### src/rtl/stream_mux_pkg.sv
// Shared defaults and helpers for the round-robin stream multiplexer.
// Contents:
//   WIDTH_DEF, N_DEF : default data width and channel count
//   sel_width()      : width of a channel index for a given channel count
package stream_mux_pkg;

   localparam int unsigned WIDTH_DEF = 32;
   localparam int unsigned N_DEF     = 8;

   // Index width for n channels; never below one bit
   function automatic int unsigned sel_width(input int unsigned n);
      return (n < 2) ? 1 : $clog2(n);
   endfunction

endpackage

### src/rtl/rr_arbiter.sv
// Combinational round-robin arbiter with an optional lock override.
// Ports:
//   req_i      : request vector, one bit per channel
//   ptr_i      : highest-priority channel; search runs upward modulo N
//   lock_i     : when set, only lock_idx_i may be granted
//   lock_idx_i : channel held by the lock
//   gnt_o      : one-hot grant (all-zero when nothing is granted)
//   gnt_idx_o  : index of the granted channel (0 when nothing is granted)
//   gnt_any_o  : a grant was issued
module rr_arbiter
   import stream_mux_pkg::*;
#(
   parameter int unsigned N    = N_DEF,
   parameter int unsigned SELW = sel_width(N)
) (
   input  logic [N-1:0]    req_i,
   input  logic [SELW-1:0] ptr_i,
   input  logic            lock_i,
   input  logic [SELW-1:0] lock_idx_i,
   output logic [N-1:0]    gnt_o,
   output logic [SELW-1:0] gnt_idx_o,
   output logic            gnt_any_o
);

   // First requester at or after ptr_i; locked channel only when locked
   always_comb begin
      int unsigned     idx;
      logic [SELW-1:0] idx_s;
      gnt_o     = '0;
      gnt_idx_o = '0;
      gnt_any_o = 1'b0;
      idx       = 0;
      idx_s     = '0;
      if (lock_i) begin
         if (req_i[lock_idx_i]) begin
            gnt_o[lock_idx_i] = 1'b1;
            gnt_idx_o         = lock_idx_i;
            gnt_any_o         = 1'b1;
         end
      end else begin
         for (int unsigned k = 0; k < N; k++) begin
            idx = 32'(ptr_i) + k;
            if (idx >= N) idx = idx - N;
            idx_s = SELW'(idx);
            if (!gnt_any_o && req_i[idx_s]) begin
               gnt_o[idx_s] = 1'b1;
               gnt_idx_o    = idx_s;
               gnt_any_o    = 1'b1;
            end
         end
      end
   end

endmodule

### src/rtl/stream_mux_rr.sv
// N:1 streaming multiplexer with round-robin arbitration and a registered
// output stage (one-cycle latency, one beat per cycle).
// Optional feature: define STREAM_MUX_LAST_LOCK_EN to hold the grant on one
// channel until its in_last beat (packet lock). Undefined: per-beat arbitration.
// Ports:
//   clk, rst  : clock, synchronous active-high reset
//   in_valid  : per-channel valid
//   in_data   : flattened channel data, channel i at [i*WIDTH +: WIDTH]
//   in_last   : per-channel end-of-packet marker
//   in_ready  : per-channel ready, one-hot or zero
//   out_valid : output register holds a beat
//   out_data  : registered data of the granted channel
//   out_sel   : index of the channel the beat came from
//   out_last  : registered in_last of the granted channel
//   out_ready : consumer accepts the beat
module stream_mux_rr
   import stream_mux_pkg::*;
#(
   parameter int unsigned WIDTH = WIDTH_DEF,
   parameter int unsigned N     = N_DEF,
   parameter int unsigned SELW  = sel_width(N)
) (
   input  logic               clk,
   input  logic               rst,
   input  logic [N-1:0]       in_valid,
   input  logic [N*WIDTH-1:0] in_data,
   input  logic [N-1:0]       in_last,
   output logic [N-1:0]       in_ready,
   output logic               out_valid,
   output logic [WIDTH-1:0]   out_data,
   output logic [SELW-1:0]    out_sel,
   output logic               out_last,
   input  logic               out_ready
);

   logic             out_valid_q, out_valid_d;
   logic [WIDTH-1:0] out_data_q,  out_data_d;
   logic [SELW-1:0]  out_sel_q,   out_sel_d;
   logic             out_last_q,  out_last_d;
   logic [SELW-1:0]  ptr_q,       ptr_d;

   logic             load_c;
   logic [N-1:0]     gnt_c;
   logic [SELW-1:0]  gnt_idx_c;
   logic             gnt_any_c;
   logic [WIDTH-1:0] sel_data_c;
   logic             sel_last_c;
   logic [SELW-1:0]  ptr_nxt_c;
   logic             lock_c;
   logic [SELW-1:0]  lock_idx_c;

`ifdef STREAM_MUX_LAST_LOCK_EN
   logic             lock_q,     lock_d;
   logic [SELW-1:0]  lock_idx_q, lock_idx_d;
   assign lock_c     = lock_q;
   assign lock_idx_c = lock_idx_q;
`else
   assign lock_c     = 1'b0;
   assign lock_idx_c = '0;
`endif

   // Output register may take a new beat when empty or being drained
   assign load_c = !out_valid_q || out_ready;

   rr_arbiter #(
      .N    (N),
      .SELW (SELW)
   ) u_arb (
      .req_i      (in_valid),
      .ptr_i      (ptr_q),
      .lock_i     (lock_c),
      .lock_idx_i (lock_idx_c),
      .gnt_o      (gnt_c),
      .gnt_idx_o  (gnt_idx_c),
      .gnt_any_o  (gnt_any_c)
   );

   assign in_ready = (load_c && gnt_any_c) ? gnt_c : '0;

   // Payload of the granted channel
   always_comb begin
      sel_data_c = '0;
      sel_last_c = 1'b0;
      for (int unsigned i = 0; i < N; i++) begin
         if (gnt_idx_c == SELW'(i)) begin
            sel_data_c = in_data[i*WIDTH +: WIDTH];
            sel_last_c = in_last[i];
         end
      end
   end

   assign ptr_nxt_c = (gnt_idx_c == SELW'(N-1)) ? '0 : gnt_idx_c + SELW'(1);

   // Next-state: load on transfer, drain to empty when nothing is granted
   always_comb begin
      out_valid_d = out_valid_q;
      out_data_d  = out_data_q;
      out_sel_d   = out_sel_q;
      out_last_d  = out_last_q;
      ptr_d       = ptr_q;
`ifdef STREAM_MUX_LAST_LOCK_EN
      lock_d      = lock_q;
      lock_idx_d  = lock_idx_q;
`endif
      if (load_c) begin
         if (gnt_any_c) begin
            out_valid_d = 1'b1;
            out_data_d  = sel_data_c;
            out_sel_d   = gnt_idx_c;
            out_last_d  = sel_last_c;
`ifdef STREAM_MUX_LAST_LOCK_EN
            // Pointer moves only at packet end; mid-packet beats lock the channel
            if (sel_last_c) begin
               ptr_d  = ptr_nxt_c;
               lock_d = 1'b0;
            end else begin
               lock_d     = 1'b1;
               lock_idx_d = gnt_idx_c;
            end
`else
            ptr_d = ptr_nxt_c;
`endif
         end else begin
            out_valid_d = 1'b0;
         end
      end
   end

   always_ff @(posedge clk) begin
      if (rst) begin
         out_valid_q <= 1'b0;
         out_data_q  <= '0;
         out_sel_q   <= '0;
         out_last_q  <= 1'b0;
         ptr_q       <= '0;
`ifdef STREAM_MUX_LAST_LOCK_EN
         lock_q      <= 1'b0;
         lock_idx_q  <= '0;
`endif
      end else begin
         out_valid_q <= out_valid_d;
         out_data_q  <= out_data_d;
         out_sel_q   <= out_sel_d;
         out_last_q  <= out_last_d;
         ptr_q       <= ptr_d;
`ifdef STREAM_MUX_LAST_LOCK_EN
         lock_q      <= lock_d;
         lock_idx_q  <= lock_idx_d;
`endif
      end
   end

   assign out_valid = out_valid_q;
   assign out_data  = out_data_q;
   assign out_sel   = out_sel_q;
   assign out_last  = out_last_q;

endmodule

### config.mk
export PLATFORM = sky130hd
export DESIGN_NAME = stream_mux_rr
export DESIGN_NICKNAME = d
export VERILOG_FILES = /design/src/rtl/stream_mux_pkg.sv /design/src/rtl/rr_arbiter.sv /design/src/rtl/stream_mux_rr.sv
export SDC_FILE = /design/constraint.sdc
export NUM_CORES = 1
export LEC_CHECK = 0
export CORE_MARGIN = 1.5
export CORE_UTILIZATION = 35
export CTS_CLUSTER_DIAMETER = 120
export DETAILED_ROUTE_END_ITERATION = 7
export PLACE_DENSITY = 0.83
export SYNTH_ARGS = -nofsm -noshare
export SYNTH_HDL_FRONTEND = slang
export SYNTH_SLANG_ARGS = --single-unit
### constraint.sdc
create_clock -name clk -period 5.3 [get_ports clk]
set_input_delay 1.06 -clock clk [delete_from_list [all_inputs] [get_ports clk]]
set_output_delay 1.06 -clock clk [all_outputs]
set_load 0.02 [all_outputs]
**Yosys cells after proc, flatten, opt, wreduce, memory -nomap -nowiden**

Cells that the tools add are included.

- Bits in registers: 40
- Bits in latches: 0
- Bits in writable memories: 0
- Memory bits (read-only): 0
- Input port bits: 275
- Memories: 0

- Add/sub/neg operators: 16
- $mul: 0
- Divide/modulo/power cells: 0
- Magnitude comparators: 24
- Equality and inequality tests: 7
- Shifts and indexed selects: 0
- Muxes and demuxes: 83
- Bitwise operators: 7
- Reduce and logical (&&, ||, !) cells: 27

Operators with widths:

| cell | number |
|---|---|
| 2-to-1 mux 32 bit | 8 |
| 2-to-1 mux 8 bit | 9 |
| OR 8 bit | 7 |
| 2-to-1 mux 3 bit | 17 |
| 2-to-1 mux 1 bit | 33 |
| less-than comparator 3 x 4 -> 1 bit, second input constant | 8 |
| greater-or-equal comparator 4 bit, second input constant | 7 |
| binary-select mux 1 bit (select 3 bit) | 8 |
| demux 1 bit (select 3 bit) | 8 |
| greater-or-equal comparator 3 x 1 -> 1 bit, second input constant | 8 |
| subtractor 3 x 1 -> 3 bit, second input constant | 8 |
| adder 3 x 3 -> 4 bit, second input constant | 4 |
| logical AND 1 bit | 16 |
| == test 3 bit, second input constant | 4 |
| adder 3 x 2 -> 4 bit, second input constant | 2 |
| logical NOT 1 bit | 8 |
| == test 3 x 2 -> 1 bit, second input constant | 2 |
| adder 3 x 1 -> 4 bit, second input constant | 1 |
| greater-or-equal comparator 3 x 4 -> 1 bit, second input constant | 1 |
| adder 3 x 1 -> 3 bit, second input constant | 1 |
| == test 3 x 1 -> 1 bit, second input constant | 1 |
| logical NOT 3 bit | 1 |
| AND reduction 2 bit | 1 |
| logical OR 1 bit | 1 |

**Longest topological paths before layout**

- Word-level depth: 35
- Depth in mapped cells: 23
- Gate-level depth less buffers: 17

**Cells and area by module**

From an unflattened synthesis, not the netlist that was laid out.

- Cells, all modules: 806
- Area, all modules: 6110.9 um^2

By module, submodules not included:

| module | times used | cells each | area an instance (um^2) |
|---|---|---|---|
| stream_mux_rr | 1 | 603 | 4506.8 |
| rr_arbiter | 1 | 203 | 1604.0 |

**Worst setup path before layout**

OpenSTA, ideal clock, no wires.

- Path kind: register to register
- Start: register ptr_q[1]
- End: register out_data_q[30], in the netlist out_data[30]
- Library setup time: 0.067 ns
- Data arrival time: 4.829 ns
- Data required time: 5.233 ns
- Setup slack: 0.404 ns
- Cell stages (with the launch flop): 21
- Path buffers: 6
- Cells stage by stage: dfxtp_1 -> buf_2 -> buf_2 -> inv_1 -> ha_1 -> buf_6 -> mux2_4 -> or3_1 -> a311o_1 -> a2111oi_2 -> nor4b_1 -> a31oi_1 -> inv_1 -> ha_1 -> clkbuf_1 -> or3_1 -> clkbuf_1 -> clkbuf_1 -> a21oi_1 -> o21ai_0 -> o21ai_2

- Word-level cells in the longest chain between the ends: 35
- Elaborated cells between the ends (all ways): 94

Ends and longest elaborated chain:

| element | RTL line | RTL |
|---|---|---|
| from (decl) | stream_mux_rr.sv:40 | `logic [SELW-1:0] ptr_q, ptr_d;` |
| from (signal assigned) | stream_mux_rr.sv:145 | `ptr_q <= ptr_d;` |
| branches (longest 25 deep; another with adder 3 x 1 -> 4 bit) | - |  |
| 2-to-1 mux 3 bit * | rr_arbiter.sv:45 | `if (!gnt_any_o && req_i[idx_s]) begin` |
| via gnt_idx_c[0] | stream_mux_rr.sv:44 | `logic [SELW-1:0] gnt_idx_c;` |
| logical NOT 3 bit | stream_mux_rr.sv:85 | `if (gnt_idx_c == SELW'(i)) begin` |
| 2-to-1 mux 32 bit (7 in series) | stream_mux_rr.sv:85 |  |
| 2-to-1 mux 32 bit * | stream_mux_rr.sv:85 |  |
| to (signal assigned) | stream_mux_rr.sv:142 | `out_data_q <= out_data_d;` |
| to (decl) | stream_mux_rr.sv:37 | `logic [WIDTH-1:0] out_data_q, out_data_d;` |

Mark *: on every way through the listed nets, which the timed path passes. The select of a mux whose other input is x is not followed.
A chain may end at the register's enable or synchronous reset.

**Worst setup path after layout**

- Start: input port in_valid[5]
- End: output port in_ready[5]

- Word-level cells in the longest chain between the ends: 26
- Elaborated cells between the ends (all ways): 55

Ends and longest elaborated chain:

| element | RTL line | RTL |
|---|---|---|
| from (decl) | stream_mux_rr.sv:25 | `input logic [N-1:0] in_valid,` |
| binary-select mux 1 bit (select 3 bit) | rr_arbiter.sv:45 |  |
| 2-to-1 mux 1 bit (implied by the code) | rr_arbiter.sv:45 |  |
| 2-to-1 mux 1 bit | rr_arbiter.sv:45 |  |
| logical NOT 1 bit | rr_arbiter.sv:45 |  |
| logical AND 1 bit | rr_arbiter.sv:45 |  |
| 2-to-1 mux 1 bit | rr_arbiter.sv:45 |  |
| logical NOT 1 bit | rr_arbiter.sv:45 |  |
| logical AND 1 bit | rr_arbiter.sv:45 |  |
| [10 not listed] | - |  |
| logical NOT 1 bit | rr_arbiter.sv:45 |  |
| logical AND 1 bit | rr_arbiter.sv:45 |  |
| 2-to-1 mux 1 bit | rr_arbiter.sv:45 |  |
| logical NOT 1 bit | rr_arbiter.sv:45 |  |
| logical AND 1 bit | rr_arbiter.sv:45 |  |
| 2-to-1 mux 1 bit | rr_arbiter.sv:45 |  |
| logical AND 1 bit | stream_mux_rr.sv:78 | `assign in_ready = (load_c && gnt_any_c) ? gnt_c : '0;` |
| 2-to-1 mux 8 bit * | stream_mux_rr.sv:78 |  |
| to (decl) | stream_mux_rr.sv:28 | `output logic [N-1:0] in_ready,` |

Every way passes the cells marked *; elsewhere a longest branch is shown, timed or not. The select of a mux whose other input is x is not followed.

==> results.toml <==
[run_status]
status = "completed"

[grt]
grt_pass1_vias = 6714
antenna_found_initial = 1
grt_max_degree = 101
grt_pass1_wl_um = 36300
globalRouteTotalUtil_pct = 28.3
grt_overflow_total = 0

[setup_path]
worst_ep_required_time_ns = 4.24
cp-end-kind = "primary output"
critical_path_class = "in2out"
cp_max_fo = 8
startpoint_type = "input port"
worst_ep_arrival_time_ns = 4.12

[routing]
drtIter0Drc = 524
ant_nets = 0
routed_via_density = 5.85
wirelength_um = 24800
remaining_drc_errors = 0
wire_per_inst_um = 20.7
num_vias = 6990
first_pass_iters = 5

[sta]
fin_hold_ws_ns = 0.512
finalHoldViolations = 0
fin_skew_ns = 0.0144
slew_headroom_pct = 59.7
maxClockFrequency_mhz = 193
setup_tns_ns = 0
fin_crit_ns = 5.18
worstMarginPinSlew_ns = 0.600
maxSlewViolCount = 0
setup_viol = 0
fin_crit_sh_pct = 97.7

[layout]
layout_common_cells = "308 x clkdlybuf4s50_1, 75 x a21oi_1, 52 x buf_4"
drive_gt1_share_pct = 17.1
nNetsFinal = 1292
final_area_sq_mm = 0.00940
fill_cells = 1310
n_antenna_cell = 0
area_delta_synth_final_pct = 72.3
layout_commonest_cell = "clkdlybuf4s50_1"

[flow_run]
cap_violations = 0

[floorplanning]
ios = 320
die_area_sq_mm = 0.0163
die_y_um = 128
core_sq_mm = 0.0152
start_util_pct = 35.9
rows = 45
die_w_um = 128

[placement]
placed_area_sq_mm = 0.00915
io_buffers = 319
dp_hpwl_um = 18100
gp_congestion = 0.886

[cts]
root_buffer = "clkbuf_16"
cts_buffer_depth = 2
cts_tree = "yes"
clkLatencyLatePin_ns = 0.29
clkTransAtPathRegs_ns = 0.07
htree_levels = 2
cts.sink_count = 40
cts_inserted_buffers = 5

[power]
power.leakage_nw = 3.76
total_power_mw = 6.99
powerDensity_mw_per_mm2 = 744
peakVddDrop_v = 0.000713

[logic_synthesis]
yosys_most_used_dff = "dfxtp_1"
synthArstFlopShare_pct = 0
ys_seq_area_share_pct = 14.7
ys_ff_latch = 40
synthCells = 689
ys_warn_count = 0
synth_edf_count = 0
syn_nets = 975
syn_area_sq_mm = 0.00546
syn_avg_cell_area_sq_um = 7.92
ys_types = 56

[worst_hold_path]
hp-class = "reg2reg"
[power by group]
group / leakage, nW / internal, mW / total (mW) / switching (mW)
Sequential: 0.330 / 0.406 / 0.452 / 0.0460
Combinational: 3.34 / 2.64 / 6.16 / 3.52
Clock: 0.0871 / 0.236 / 0.375 / 0.138
Total: 3.76 / 3.28 / 6.99 / 3.71
[sequential cells by signal, indices dropped and copies added, names as in the netlist]
register   cells
ptr_q          3
out_data      32
out_sel        3
out_last       1
out_valid      1
[final timing paths]
path | from | endpoint | slack, ns | cells past startpoint
worst max-delay path | in_valid[5] | in_ready[5] | 0.12 | 10
worst min register to register | out_sel[2] | out_sel[2] | 0.51 | 2
worst max register to register | ptr_q[1] | out_data[2] | 0.37 | 18
worst min-delay path | out_sel[2] | out_sel[2] | 0.51 | 2
[layer usage]
metal  global-route usage (%)  routed length, um
met2                     46.9              11700
met4                     12.2               1000
met1                     35.5               9930
met3                     6.14               2160
met5                        0                 10
[worst max-delay path: stages]
cell             delay [ns]
clkdlybuf4s50_1        0.55
mux4_1                 0.57
or2_0                  0.23
a311o_4                0.41
nor3_1                 0.22
nand3_1                0.18
mux2i_2                0.23
mux2i_1                0.14
o22ai_1                0.17
dlygate4sd2_1          0.35
[repair_timing]
action | CTS | global route
endpoints found under the hold margin | 0 | 0
pin swaps | 0 | 2
resized for setup | 9 | 6
gates cloned | 0 | 1
endpoints found under the setup margin | 8 | 39
hold buffers | 0 | 0
setup buffers | 0 | 5
[logic make-up after synthesis]
kind of cell               count (synthesis)  share of synthesized area [%]
AOI/OAI and AO/OA                        320                           47.6
and+or+nand+nor                          155                           14.2
buffers and inverters                    120                           9.49
muxes                                     40                           11.0
DFF                                       40                           14.7
adders and majority gates                 11                           2.52
xor gates and xnor gates                   3                          0.482
[metrics by stage]
stage,std cells,utilization [%],setup WS (ns)
after floorplan,689,-,0.404
after global placement,1181,60.2,-0.0780
final,1195,61.8,0.124
after CTS,1189,61.3,0.144
after detailed placement,1181,60.2,-0.167
after global routing,1195,61.8,-0.0250
[synthesized netlist by cell type (all sizes together), types with 9 or more instances]
cell type  instances  share of area, %
a21oi             76               7.2
ha                11               2.5
and3              34               3.9
nor2              50               3.4
inv               46               3.2
a22oi             36               5.0
o21ai             74               8.9
nand2             46               3.2
dfxtp             40                15
a22o              34               5.5
mux2               9               2.0
a221oi            39               9.9
mux4              14               5.8
mux2i             17               3.1
o311a             33               6.1
clkbuf            51               3.5
buf               23               2.8
[final cells by class]
cell class                 count  area (sq um)  area share [%]
clock inverter                 2          38.8           0.413
clock buffer                   6           139            1.48
tap                          188           235            2.50
multi-input combinational    530          4200            44.6
timing repair buffer         383          3820            40.6
sequential                    40           801            8.52
inverter                      46           173            1.84
Note: power is estimated with default switching activity, not from simulation.
